--- src/rtl/uart_rx_pkg.sv ---
// Shared types and helpers for the uart_rx_frame receiver.
// Holds the FSM state encoding and the expected-parity function.
package uart_rx_pkg;

    typedef enum logic [2:0] {
        IDLE,
        START,
        DATA,
        PAR,
        STOP,
        STOP2,
        MWAIT
    } state_type;

    // Expected parity bit over the low nbits of data.
    function automatic logic exp_parity(
        input logic [63:0] data,
        input int          nbits,
        input logic        eps,
        input logic        sp
    );
        logic x;
        x = 1'b0;
        for (int i = 0; i < 64; i++) begin
            if (i < nbits) x ^= data[i];
        end
        if (sp) return ~eps;
        return eps ? x : ~x;
    endfunction

endpackage

--- src/rtl/uart_rx_filter.sv ---
// Input conditioning for the UART receiver: 2-flop synchroniser followed
// by a 3-sample majority vote advanced on the RXCLK enable.
module uart_rx_filter (
    input  logic clk_i,
    input  logic rst_ni,
    input  logic rxclk_i,
    input  logic sin_i,
    output logic fsin_o
);

    logic [1:0] sync_q;
    logic [2:0] hist_q;

    always_ff @(posedge clk_i) begin
        if (!rst_ni) begin
            sync_q <= 2'b11;
            hist_q <= 3'b111;
        end else begin
            sync_q <= {sync_q[0], sin_i};
            if (rxclk_i) hist_q <= {hist_q[1:0], sync_q[1]};
        end
    end

    assign fsin_o = (hist_q[0] & hist_q[1]) | (hist_q[0] & hist_q[2]) | (hist_q[1] & hist_q[2]);

endmodule

--- src/rtl/uart_rx_frame.sv ---
// Parametrised UART receive framer (oversampled, 5..DATA_W data bits, 1/1.5/2 stop).
// Optional character timeout is compiled in with `define UART_RX_TIMEOUT_EN.
module uart_rx_frame
    import uart_rx_pkg::*;
#(
    parameter  int OVERSAMPLE   = 16,
    parameter  int WLS_W        = 2,
    parameter  int TIMEOUT_BITS = 40,
    localparam int DATA_W       = 4 + 2**WLS_W
) (
    input  logic              CLK,
    input  logic              RST,
    input  logic              RXCLK,
    input  logic              RXCLEAR,
    input  logic [WLS_W-1:0]  WLS,
    input  logic              STB,
    input  logic              PEN,
    input  logic              EPS,
    input  logic              SP,
    input  logic              SIN,
    output logic [DATA_W-1:0] DOUT,
    output logic              PE,
    output logic              FE,
    output logic              BI,
    output logic              RXFINISHED,
    output logic              TIMEOUT
);

    localparam int CW = $clog2(OVERSAMPLE);
    localparam int NW = $clog2(DATA_W + 1);

    state_type         state_q, state_d;
    logic [CW-1:0]     baud_q;
    logic [NW-1:0]     bit_q;
    logic [DATA_W-1:0] data_q, dout_q;
    logic [WLS_W-1:0]  wls_q;
    logic              stb_q, pen_q, eps_q, sp_q, par_q, stop1_q;
    logic              pe_q, fe_q, bi_q, fin_q;

    logic fsin, at_half, at_full, last_bit, stop2_at, stop1_now;
    logic confirm, complete, pe_c, fe_c, bi_c;

    uart_rx_filter u_filter (
        .clk_i   (CLK),
        .rst_ni  (RST),
        .rxclk_i (RXCLK),
        .sin_i   (SIN),
        .fsin_o  (fsin)
    );

    assign at_half   = (baud_q == CW'(OVERSAMPLE/2 - 1));
    assign at_full   = (baud_q == CW'(OVERSAMPLE - 1));
    assign last_bit  = (bit_q == NW'(4) + NW'(wls_q));
    // Five data bits with STB set means 1.5 stop bits: sample mid-way.
    assign stop2_at  = (wls_q == '0) ? at_half : at_full;
    assign stop1_now = (state_q == STOP) ? fsin : stop1_q;

    always_ff @(posedge CLK) begin
        if (!RST) state_q <= IDLE;
        else      state_q <= state_d;
    end

    always_comb begin
        state_d = state_q;
        if (RXCLK) begin
            case (state_q)
                IDLE:    if (!fsin) state_d = START;
                START:   if (at_half) state_d = fsin ? IDLE : DATA;
                DATA:    if (at_full && last_bit) state_d = pen_q ? PAR : STOP;
                PAR:     if (at_full) state_d = STOP;
                STOP:    if (at_full) state_d = stb_q ? STOP2 : (fsin ? IDLE : MWAIT);
                STOP2:   if (stop2_at) state_d = (stop1_q && fsin) ? IDLE : MWAIT;
                MWAIT:   if (fsin) state_d = IDLE;
                default: state_d = IDLE;
            endcase
        end
        if (RXCLEAR) state_d = IDLE;
    end

    always_comb begin
        confirm  = 1'b0;
        complete = 1'b0;
        fe_c     = 1'b0;
        if (RXCLK && !RXCLEAR) begin
            case (state_q)
                START: confirm = at_half && !fsin;
                STOP: begin
                    complete = at_full && !stb_q;
                    fe_c     = ~fsin;
                end
                STOP2: begin
                    complete = stop2_at;
                    fe_c     = ~stop1_q | ~fsin;
                end
                default: ;
            endcase
        end
        pe_c = pen_q && (par_q != exp_parity(64'(data_q), 5 + int'(wls_q), eps_q, sp_q));
        bi_c = (data_q == '0) && (!pen_q || !par_q) && !stop1_now;
    end

    always_ff @(posedge CLK) begin
        if (!RST) begin
            baud_q  <= '0;
            bit_q   <= '0;
            data_q  <= '0;
            wls_q   <= '0;
            stb_q   <= 1'b0;
            pen_q   <= 1'b0;
            eps_q   <= 1'b0;
            sp_q    <= 1'b0;
            par_q   <= 1'b0;
            stop1_q <= 1'b0;
            dout_q  <= '0;
            pe_q    <= 1'b0;
            fe_q    <= 1'b0;
            bi_q    <= 1'b0;
            fin_q   <= 1'b0;
        end else begin
            fin_q <= complete;
            if (complete) begin
                dout_q <= data_q;
                pe_q   <= pe_c;
                fe_q   <= fe_c;
                bi_q   <= bi_c;
            end
            if (confirm) begin
                data_q <= '0;
                bit_q  <= '0;
                wls_q  <= WLS;
                stb_q  <= STB;
                pen_q  <= PEN;
                eps_q  <= EPS;
                sp_q   <= SP;
            end
            if (RXCLEAR) begin
                baud_q <= '0;
                bit_q  <= '0;
            end else if (RXCLK) begin
                case (state_q)
                    IDLE, MWAIT: baud_q <= '0;
                    START:       baud_q <= at_half ? '0 : baud_q + CW'(1);
                    DATA: begin
                        baud_q <= baud_q + CW'(1);
                        if (at_full) begin
                            data_q[bit_q] <= fsin;
                            bit_q         <= last_bit ? '0 : bit_q + NW'(1);
                        end
                    end
                    PAR: begin
                        baud_q <= baud_q + CW'(1);
                        if (at_full) par_q <= fsin;
                    end
                    STOP: begin
                        baud_q <= baud_q + CW'(1);
                        if (at_full) stop1_q <= fsin;
                    end
                    default: baud_q <= baud_q + CW'(1);
                endcase
            end
        end
    end

    assign DOUT       = dout_q;
    assign PE         = pe_q;
    assign FE         = fe_q;
    assign BI         = bi_q;
    assign RXFINISHED = fin_q;

`ifdef UART_RX_TIMEOUT_EN
    localparam int TW = $clog2(TIMEOUT_BITS + 1);

    logic          armed_q;
    logic [CW-1:0] to_tick_q;
    logic [TW-1:0] to_bits_q;

    // Counts whole idle bit-times after a completed frame, saturating.
    always_ff @(posedge CLK) begin
        if (!RST || RXCLEAR || confirm) begin
            armed_q   <= 1'b0;
            to_tick_q <= '0;
            to_bits_q <= '0;
        end else if (complete) begin
            armed_q   <= 1'b1;
            to_tick_q <= '0;
            to_bits_q <= '0;
        end else if (RXCLK && armed_q && state_q == IDLE) begin
            to_tick_q <= to_tick_q + CW'(1);
            if (to_tick_q == CW'(OVERSAMPLE - 1) && to_bits_q != TW'(TIMEOUT_BITS))
                to_bits_q <= to_bits_q + TW'(1);
        end
    end

    assign TIMEOUT = (to_bits_q == TW'(TIMEOUT_BITS));
`else
    // TIMEOUT_BITS only matters with the timeout built in; this is constant 0.
    assign TIMEOUT = (TIMEOUT_BITS < 0);
`endif

endmodule

--- config.mk ---
export PLATFORM = sky130hd
export DESIGN_NAME = uart_rx_frame
export DESIGN_NICKNAME = d
export VERILOG_FILES = /design/src/rtl/uart_rx_pkg.sv /design/src/rtl/uart_rx_filter.sv /design/src/rtl/uart_rx_frame.sv
export SDC_FILE = /design/constraint.sdc
export NUM_CORES = 1
export LEC_CHECK = 0
export CORE_ASPECT_RATIO = 1.75
export CORE_MARGIN = 2
export CORE_UTILIZATION = 63
export CTS_CLUSTER_SIZE = 24
export DETAILED_ROUTE_END_ITERATION = 8
export DONT_BUFFER_PORTS = 1
export HOLD_SLACK_MARGIN = 0.03
export PLACE_DENSITY_LB_ADDON = 0.2
export SLEW_MARGIN = 20
export SYNTH_ARGS = -nofsm -noshare
export SYNTH_HDL_FRONTEND = slang
export SYNTH_SLANG_ARGS = --single-unit
--- constraint.sdc ---
create_clock -name CLK -period 2.5 [get_ports CLK]
set_input_delay 0.75 -clock CLK [delete_from_list [all_inputs] [get_ports CLK]]
set_output_delay 0.75 -clock CLK [all_outputs]
set_load 0.005 [all_outputs]
==> insert_results.sql <==
INSERT INTO impl_metrics (metric_group, metric, value, unit) VALUES
('synth', 'netlist_instances', '276', ''),
('place', 'dp_hpwl', '3.72', 'mm'),
('synth', 'average_instance_area_after_synthesis', '8.80', 'µm²'),
('cts', 'cts-htree-levels', '2', ''),
('grt', 'gr-usage-all-layers', '25.5', '%'),
('die', 'design.die.area', '0.00439', 'mm²'),
('sta', 'final-hold-violation-count', '0', ''),
('die', 'dieWidth', '50.9', 'µm'),
('min_path', 'holdCritStartpoint', 'u_filter.sync_q[0]$_SDFF_PN1_', ''),
('grt', 'first_global_vias', '1919', ''),
('route', 'topmost_layer_with_routed_signal_wires', 'met4', ''),
('die', 'rows', '29', ''),
('synth', 'yosys.cell_count.top_type', 'sky130_fd_sc_hd__dfxtp_1', ''),
('route', 'final_antenna_violating_net_count', '0', ''),
('place', 'port_buffers', '0', ''),
('cts', 'numClockSinks', '44', ''),
('route', 'remaining_drc_errors', '0', ''),
('cts', 'ctsLongestPathBuffers', '2', ''),
('route', 'wl_per_cell', '15.8', 'µm'),
('sta', 'transition_time_at_the_pin_with_the_least_slew_margin', '0.629', 'ns'),
('route', 'drt_iter0_markers', '43', ''),
('sta', 'grt_setup_unrepaired', 'no', ''),
('worst_setup_path', 'endpoint_kind', 'register', ''),
('outcome', 'run_status', 'complete, no violations', ''),
('layout', 'layout-drive-gt1-share', '8.06', '%'),
('min_path', 'whs_path_depth', '1', ''),
('grt', 'maximum_number_of_pins_on_one_net_before_global_route_repair', '38', ''),
('cts', 'cts-resized-gates', '0', ''),
('die', 'design.core.area', '0.00366', 'mm²'),
('synth', 'mappedNetlistNets', '291', ''),
('synth', 'netlist_top_cells_area', 'sky130_fd_sc_hd__dfxtp_1 36%, sky130_fd_sc_hd__mux2i_1 12%, sky130_fd_sc_hd__nor2b_1 5.7%, sky130_fd_sc_hd__nand2b_1 3.6%, sky130_fd_sc_hd__nand2_1 3.1%', ''),
('route', 'postRouteWirelength', '5.03', 'mm'),
('cts', 'worstSkewPairLatency', '0.30', 'ns'),
('synth', 'netlist.area_leader.share', '36.3', '%'),
('grt', 'grt_overflow', '0', ''),
('synth', 'async_flop_share', '0', '%'),
('synth', 'most_used_flip_flop_cell_after_synthesis', 'sky130_fd_sc_hd__dfxtp_1', ''),
('worst_setup_path', 'regToRegStartpoint', 'baud_q[0]$_SDFFE_PP0P_', ''),
('worst_setup_path', 'timing.critical_path.from_type', 'register', ''),
('route', 'wl_met1', '2.05', 'mm'),
('layout', 'postLayoutCellArea', '0.00254', 'mm²'),
('min_path', 'min-delay-path-class', 'register to register', ''),
('cts', 'cts.clk_slew.worst_paths', '0.08', 'ns'),
('worst_setup_path', 'timing.critical_path.fanout_max', '9', ''),
('sta', 'drv_slew', '0', ''),
('worst_setup_path', 'origin_of_the_worst_setup_path', 'baud_q[0]$_SDFFE_PP0P_', ''),
('sta', 'tns', '0', 'ns'),
('route', 'drtPass1Iterations', '4', ''),
('sta', 'hold-worst-slack', '0.417', 'ns'),
('grt', 'antenna_found_initial', '0', ''),
('sta', 'report.final.setup_viol', '0', ''),
('cts', 'post-cts-setup-buffer-count', '0', ''),
('worst_setup_path', 'reg2reg_depth', '5', ''),
('synth', 'synth.top_cells.by_count', '44 x sky130_fd_sc_hd__dfxtp_1, 28 x sky130_fd_sc_hd__mux2i_1, 22 x sky130_fd_sc_hd__nor2b_1', ''),
('cts', 'cts.root.buffer_cell', 'sky130_fd_sc_hd__clkbuf_8', ''),
('job', 'maxCapViolCount', '0', ''),
('grt', 'grt_first_pass_wirelength', '8.57', 'mm'),
('cts', 'cts_made_buffers', '5', ''),
('synth', 'syn_area', '0.00243', 'mm²'),
('cts', 'cts_hold_repair.buffers', '0', ''),
('sta', 'max_clock_freq', '451', 'MHz'),
('layout', 'design.final.nets', '287', ''),
('synth', 'synthesis.yosys.warnings', '0', ''),
('layout', 'areaGrowthSynthToFinish', '4.63', '%'),
('route', 'dr_wl_met3', '147', 'µm'),
('sta', 'relSlewSlack', '57.8', '%'),
('sta', 'timing.final.crit_period', '2.22', 'ns'),
('cts', 'clock_tree_from_tritoncts', 'built', ''),
('layout', 'post_layout_nonfiller_instances', '319', ''),
('worst_setup_path', 'crit_required', '2.74', 'ns'),
('synth', 'synth_edf_count', '0', '');
through the flow:
step	setup slack [ns]	util [%]
2_1_floorplan	0.342	-
3_3_place_gp	0.257	66.8
3_5_place_dp	0.205	66.8
4_1_cts	0.282	69.4
5_1_grt	0.148	69.4
6_report	0.282	69.4
layout make-up:
| type | instances | area (µm²) |
|---|---|---|
| multi-input cells | 206 | 1430 |
| fillers | 316 | 1120 |
| flip-flops and latches | 44 | 881 |
| clock buffers | 7 | 86.3 |
| well taps | 46 | 57.6 |
| repair buffers | 6 | 45.0 |
| inverters | 9 | 33.8 |
| clock inverters | 1 | 7.51 |
power breakdown:
part | internal (mW) | total (mW) | switching [mW]
sequential | 0.703 | 0.704 | 0.00157
clock | 0.225 | 0.473 | 0.249
combinational | 0.0127 | 0.0217 | 0.00895
logic make-up after synthesis:
group	Yosys count	share of synthesized area, %
multiplexers	29	12.0
XOR/XNOR	10	3.60
other	1	0.154
AO/OA/AOI/OAI	44	13.1
buffers and inverters	26	4.84
flip-flops	44	36.3
AND/OR/NAND/NOR	117	27.5
adder cells (fa/ha/maj)	5	2.52
sequential cells by signal (all words and copies together) (netlist names):
name and flops:
u_filter.sync_q 2, RXFINISHED 1, bit_q 4, u_filter.hist_q 3
data_q 8, BI 1, eps_q 1, state_q 3
wls_q 2, FE 1, PE 1, stb_q 1
sp_q 1, pen_q 1, stop1_q 1, par_q 1
DOUT 8, baud_q 4
path summary, 6_finish.rpt:
| check | end | slack [ns] |
|---|---|---|
| max reg2reg | data_q[1]$_SDFF_PN0_ | 0.28 |
| max | data_q[1]$_SDFF_PN0_ | 0.28 |
| min | u_filter.sync_q[1]$_SDFF_PN1_ | 0.42 |
| min reg2reg | u_filter.sync_q[1]$_SDFF_PN1_ | 0.42 |
metal layers:
metal,GRT usage (%),vias to the layer above
li1,-,958
met4,13.3,0
met5,0,-
met1,28.0,894
met2,45.7,31
met3,4.01,10
critical path, stage by stage, from the launching register on:
cell and delay [ns]:
sky130_fd_sc_hd__dfxtp_1 0.38, sky130_fd_sc_hd__ha_1 0.28, sky130_fd_sc_hd__nand3_1 0.30, sky130_fd_sc_hd__or4_4 0.64
sky130_fd_sc_hd__or4_1 0.41, sky130_fd_sc_hd__a21boi_1 0.15
layout by cell type (no fill, tap or decap), types with 3 or more instances in the layout:
master and count:
sky130_fd_sc_hd__nand4_1 4, sky130_fd_sc_hd__nor4_1 3, sky130_fd_sc_hd__a22oi_1 4, sky130_fd_sc_hd__nand3_1 3
sky130_fd_sc_hd__nand2b_1 14, sky130_fd_sc_hd__nor2_1 16, sky130_fd_sc_hd__o21ai_0 8, sky130_fd_sc_hd__nor3_1 6
sky130_fd_sc_hd__xnor2_1 5, sky130_fd_sc_hd__nand3b_1 4, sky130_fd_sc_hd__or3_1 3, sky130_fd_sc_hd__dfxtp_1 44
sky130_fd_sc_hd__xor2_1 5, sky130_fd_sc_hd__o211ai_1 3, sky130_fd_sc_hd__ha_1 4, sky130_fd_sc_hd__inv_1 9
sky130_fd_sc_hd__and2_1 7, sky130_fd_sc_hd__o21a_1 3, sky130_fd_sc_hd__nand2_1 20, sky130_fd_sc_hd__clkbuf_8 6
sky130_fd_sc_hd__nor3b_1 3, sky130_fd_sc_hd__nor2b_1 22, sky130_fd_sc_hd__buf_4 6, sky130_fd_sc_hd__a21oi_1 5
sky130_fd_sc_hd__mux2i_1 28
Note: power is estimated with default switching activity, not from simulation.
